### config.mk
export PLATFORM = sky130hd
export DESIGN_NAME = scoreboard_ctrl
export DESIGN_NICKNAME = d
export VERILOG_FILES = /design/src/rtl/scoreboard_ctrl.sv
export SDC_FILE = /design/constraint.sdc
export NUM_CORES = 1
export LEC_CHECK = 0
export BUFFER_PORTS_ARGS = -buffer_cell sky130_fd_sc_hd__buf_2
export CAP_MARGIN = 20
export CORE_AREA = 2 2 64 66
export CTS_CLUSTER_DIAMETER = 60
export DETAILED_ROUTE_END_ITERATION = 12
export DIE_AREA = 0 0 66 68
export PLACE_DENSITY = 0.74
export SYNTH_ARGS = -nofsm -noshare
export SYNTH_HDL_FRONTEND = slang
export SYNTH_SLANG_ARGS = --single-unit
### constraint.sdc
create_clock -name clk_i -period 2.36 [get_ports clk_i]
set_clock_uncertainty 0.05 [all_clocks]
set_input_delay 0.118 -clock clk_i [delete_from_list [all_inputs] [get_ports clk_i]]
set_output_delay 0.118 -clock clk_i [all_outputs]
set_load 0.05 [all_outputs]
### src/rtl/scoreboard_ctrl.sv
// scoreboard_ctrl: two-team scoreboard; synchronised, edge-detected buttons share one score-update path.
// Optional macro SCORE_WIN_EN adds the OVER state (game ends at WIN_SCORE) and the game_over_o output.
module scoreboard_ctrl #(
  parameter int BW        = 7,
  parameter int MAX_SCORE = 99,
  parameter int WIN_SCORE = 21
) (
  input  logic          clk_i,
  input  logic          rst_i,
  input  logic          home_up_i,
  input  logic          home_down_i,
  input  logic          guest_up_i,
  input  logic          guest_down_i,
  input  logic          clear_i,
  output logic [BW-1:0] home_score_o,
  output logic [BW-1:0] guest_score_o,
  output logic          update_o,
`ifdef SCORE_WIN_EN
  output logic          last_team_o,
  output logic          game_over_o
`else
  output logic          last_team_o
`endif
);

  localparam logic [BW-1:0] LP_MAX = BW'(MAX_SCORE);
  localparam logic [BW-1:0] LP_ONE = BW'(1);

  if (MAX_SCORE >= (1 << BW) || WIN_SCORE > MAX_SCORE || WIN_SCORE < 1) begin : g_paramCheck
    $error("scoreboard_ctrl: MAX_SCORE must fit in BW bits and 1 <= WIN_SCORE <= MAX_SCORE");
  end

  typedef enum logic [1:0] {ST_RUN, ST_CLR, ST_OVER} state_t;

  state_t        r_state;
  state_t        w_nextState;
  logic [3:0]    w_btn;
  logic [3:0]    r_s1;
  logic [3:0]    r_s2;
  logic [3:0]    r_s3;
  logic [3:0]    r_pend;
  logic [3:0]    w_evt;
  logic [3:0]    w_pendNext;
  logic [BW-1:0] r_homeScore;
  logic [BW-1:0] r_guestScore;
  logic          r_ptr;
  logic          r_update;
  logic          r_lastTeam;
  logic          w_accept;
  logic          w_gameOver;
  logic          w_win;
  logic          w_homeUpOk;
  logic          w_homeDnOk;
  logic          w_guestUpOk;
  logic          w_guestDnOk;
  logic          w_homeAct;
  logic          w_guestAct;
  logic          w_grantHome;
  logic          w_grantGuest;

  // Bit order: 0 home up, 1 home down, 2 guest up, 3 guest down.
  assign w_btn = {guest_down_i, guest_up_i, home_down_i, home_up_i};
  assign w_evt = r_s2 & ~r_s3;

  always_ff @(posedge clk_i or posedge rst_i) begin
    if (rst_i) begin
      r_s1 <= '0;
      r_s2 <= '0;
      r_s3 <= '0;
    end else begin
      r_s1 <= w_btn;
      r_s2 <= r_s1;
      r_s3 <= r_s2;
    end
  end

  // A team is actionable only with exactly one direction pending and room to move.
  assign w_homeUpOk  = r_pend[0] & ~r_pend[1] & (r_homeScore != LP_MAX);
  assign w_homeDnOk  = r_pend[1] & ~r_pend[0] & (r_homeScore != '0);
  assign w_guestUpOk = r_pend[2] & ~r_pend[3] & (r_guestScore != LP_MAX);
  assign w_guestDnOk = r_pend[3] & ~r_pend[2] & (r_guestScore != '0);
  assign w_homeAct   = w_homeUpOk | w_homeDnOk;
  assign w_guestAct  = w_guestUpOk | w_guestDnOk;

  assign w_grantHome  = w_homeAct & (~w_guestAct | r_ptr);
  assign w_grantGuest = w_guestAct & (~w_homeAct | ~r_ptr);

  // Only an actionable, ungranted team keeps its flags; cancels and no-op requests drop here.
  assign w_pendNext[1:0] = ({2{w_homeAct & ~w_grantHome}} & r_pend[1:0]) | w_evt[1:0];
  assign w_pendNext[3:2] = ({2{w_guestAct & ~w_grantGuest}} & r_pend[3:2]) | w_evt[3:2];

`ifdef SCORE_WIN_EN
  localparam logic [BW-1:0] LP_WIN = BW'(WIN_SCORE);
  assign w_win = (w_grantHome & w_homeUpOk & ((r_homeScore + LP_ONE) == LP_WIN)) |
                 (w_grantGuest & w_guestUpOk & ((r_guestScore + LP_ONE) == LP_WIN));
  assign game_over_o = w_gameOver;
`else
  assign w_win = 1'b0;
`endif

  always_ff @(posedge clk_i or posedge rst_i) begin
    if (rst_i) begin
      r_state <= ST_RUN;
    end else begin
      r_state <= w_nextState;
    end
  end

  always_comb begin
    w_nextState = r_state;
    unique case (r_state)
      ST_RUN:  if (clear_i) w_nextState = ST_CLR;
               else if (w_win) w_nextState = ST_OVER;
      ST_CLR:  if (!clear_i) w_nextState = w_win ? ST_OVER : ST_RUN;
      ST_OVER: if (clear_i) w_nextState = ST_CLR;
      default: w_nextState = ST_RUN;
    endcase
  end

  always_comb begin
    w_gameOver = (r_state == ST_OVER);
    w_accept   = ~clear_i & ~w_gameOver;
  end

  always_ff @(posedge clk_i or posedge rst_i) begin
    if (rst_i) begin
      r_pend       <= '0;
      r_homeScore  <= '0;
      r_guestScore <= '0;
      r_ptr        <= 1'b0;
      r_update     <= 1'b0;
      r_lastTeam   <= 1'b0;
    end else if (clear_i) begin
      r_pend       <= '0;
      r_homeScore  <= '0;
      r_guestScore <= '0;
      r_ptr        <= 1'b0;
      r_update     <= 1'b0;
    end else if (!w_accept) begin
      r_pend   <= '0;
      r_update <= 1'b0;
    end else begin
      r_pend   <= w_pendNext;
      r_update <= w_grantHome | w_grantGuest;
      if (w_grantHome) begin
        r_homeScore <= w_homeUpOk ? r_homeScore + LP_ONE : r_homeScore - LP_ONE;
        r_ptr       <= 1'b0;
        r_lastTeam  <= 1'b0;
      end else if (w_grantGuest) begin
        r_guestScore <= w_guestUpOk ? r_guestScore + LP_ONE : r_guestScore - LP_ONE;
        r_ptr        <= 1'b1;
        r_lastTeam   <= 1'b1;
      end
    end
  end

  assign home_score_o  = r_homeScore;
  assign guest_score_o = r_guestScore;
  assign update_o      = r_update;
  assign last_team_o   = r_lastTeam;

endmodule

==> metrics.yaml <==
cp_max_fo: 6
die_h_um: 68
path_class: "reg -> reg"
mostFrequentLayoutCells: "buf_4 (28), buf_2 (22), nor2_1 (21)"
synthDistinctLibCells: 47
yosys_register_bits: 33
die_area_um2: 4488
worst_pin_slew_ns: 0.4535
yosys.area.top_type: "dfrtp_1"
ir_drop_v: 0.0005583
synthFlopType: "dfrtp_1"
diodes: 0
netlist_area_um2: 1858
htreeDepth: 2
mostFrequentLayoutCell: "buf_4"
p_total_uw: 2128
cts_buffers: 5
instances_no_fill: 289
first_pass_iters: 4
fp-row-count: 23
hold_viol: 0
p_per_area_nw_per_um2: 827.5
outcome: "finished with violations"
drt-initial-drc-count: 72
gp_congestion: 0.8099
synth_top_area_share_pct: 44.44
syn_to_final_growth_pct: 38.38
antenna_found_initial: 0
holdCritPathClass: "in -> reg"
rsz0062_at_grt: "yes"
yosysWarnings: 0
cellLeakagePower_uw: 0.001210
drc: 0
endpoint_kind: "register"
grt_max_degree: 34
arrival_ns: 2.56
startpoint_type: "register"
vias: 1633
post-route-min-period_ns: 2.388
grt_pass1_vias: 1686
cts.path.max_buffers: 2
hpwl_um: 3177
placed_cells: 262
grt_pass1_wl_um: 7755
avgViaCountPerCell: 5.651
cts.sinks: 33
num_io_pins: 23
synth_edf_count: 0
dieWidth_um: 66
routed_wl_um: 4586
clk_pin_slew_ns: 0.07
clock.fmax_mhz: 418.7
final_util_pct: 66.68
finalMaxSlewViolations: 0
max-slew-margin-rel_pct: 69.49
grt.total_usage_pct: 23.15
timing.final.ws_setup_ns: -0.02830
wl_per_cell_um: 15.87
port_buffers: 22
fill_cells: 306
clock_tree.root_cell: "clkbuf_8"
finalSetupViolCount: 1
synthCells: 178
timing.hold.ws_ns: 0.1985
fin_crit_sh_pct: 101.2
cp.required_ns: 2.53
coreArea_um2: 3856
initial_core_util_pct: 48.18
final_layout_size_suffix_gt1_share_pct: 41.42
drv_cap: 0
seq_area_frac_synth_pct: 44.44
async_reset_ff_share_pct: 100.0
ant_nets: 0
regArea_um2: 842.1
place_ws_ns: -0.07491
insertion_delay_ns: 0.29
final_nets: 257
overflow: 0
rr_worst_depth: 9
whs_path_depth: 2
tritoncts: "yes"
multiInputGateArea_um2: 1109
synth_area_leaders: "dfrtp_1 (44%), ha_1 (6.7%), mux2i_1 (4.8%)"
syn_area_per_cell_um2: 10.44
violations: "setup timing"
synth_fp_nets: 197
==> cell type report <==
type | instances | area share [%]
Clock buffer | 5 | 2.676
Inverter | 10 | 1.946
Tap cell | 50 | 2.433
Sequential cell | 33 | 32.75
Timing Repair Buffer | 57 | 15.28
Multi-Input combinational cell | 131 | 43.11
Clock inverter | 3 | 1.800
==> critical path: stages, from the launching register on <==
cell      delay [ns]
dfrtp_2         0.40
or3_4           0.40
o21ai_4         0.26
buf_4           0.17
ha_4            0.21
o21ai_0         0.08
o21bai_1        0.12
a2111o_1        0.40
o221a_1         0.14
nand3b_1        0.09
==> through the flow <==
step	TNS (ns)	area, µm²
floorplan	-0.2807	1982
global placement	0	2248
detailed placement	-0.2521	2248
CTS	-0.07856	2462
global route	-0.2155	2571
finish	-0.02830	2571
==> report_power, final <==
| group | internal (µW) | switching [µW] | total, µW |
|---|---|---|---|
| logic | 391 | 530 | 921 |
| clock network | 316 | 220 | 535 |
| registers | 629 | 41.5 | 671 |
==> final timing paths <==
kind                                        from               end  slack, ns
worst max-delay path            guest_score_o[4]  guest_score_o[6]      -0.03
worst min-delay path                     clear_i   home_score_o[4]       0.20
worst max register to register  guest_score_o[4]  guest_score_o[6]      -0.03
worst min register to register           r_s1[2]           r_s2[2]       0.30
max in group asynchronous                  rst_i  guest_score_o[1]       1.51
min in group asynchronous                  rst_i         r_pend[0]       0.42
==> cell usage after synthesis, types with 2 or more instances <==
cell type	n
xor2_1	2
ha_1	10
o21bai_1	2
a21oi_1	7
and3_1	2
inv_1	10
a21o_1	6
a211oi_2	2
xnor2_1	5
or3_1	2
nand3b_1	2
o211ai_1	4
a211oi_1	5
nor2b_1	4
nand3_1	2
a32oi_1	4
clkbuf_1	2
nor2_1	21
o21ai_0	5
dfrtp_1	33
fa_1	2
o21a_1	2
mux2i_1	9
nand2b_1	3
nand4_1	4
nand2_1	4
o211a_1	2
nor3_1	3
==> sequential cells by signal, indices dropped and copies added, names as in the netlist <==
name           count
guest_score_o      7
home_score_o       7
r_pend             4
r_s1               4
r_s2               4
r_s3               4
last_team_o        1
r_ptr              1
update_o           1
==> routing by layer <==
metal	wire length, µm	up-vias	track usage (%)
met5	0	-	0
met4	75	0	8.163
met3	162	8	4.934
met2	2397	45	42.80
met1	1950	797	26.55
li1	-	783	-
==> kinds of logic after synthesis <==
family | synth area share [%]
AND/OR/NAND/NOR | 14.81
AO/OA/AOI/OAI | 20.27
flip-flops | 44.44
buffers and inverters | 3.435
adder cells (fa/ha/maj) | 8.889
multiplexers | 4.849
XOR/XNOR | 3.300
==> repair_timing <==
action / CTS / global route
setup buffers: 5 / 9
endpoints found under the hold margin: 37 / 0
gates cloned: 0 / 0
hold buffers: 5 / 0
pin swaps: 5 / 12
gates resized for setup: 4 / 11
setup endpoints to repair: 4 / 7
(Power assumes the default switching activity.)
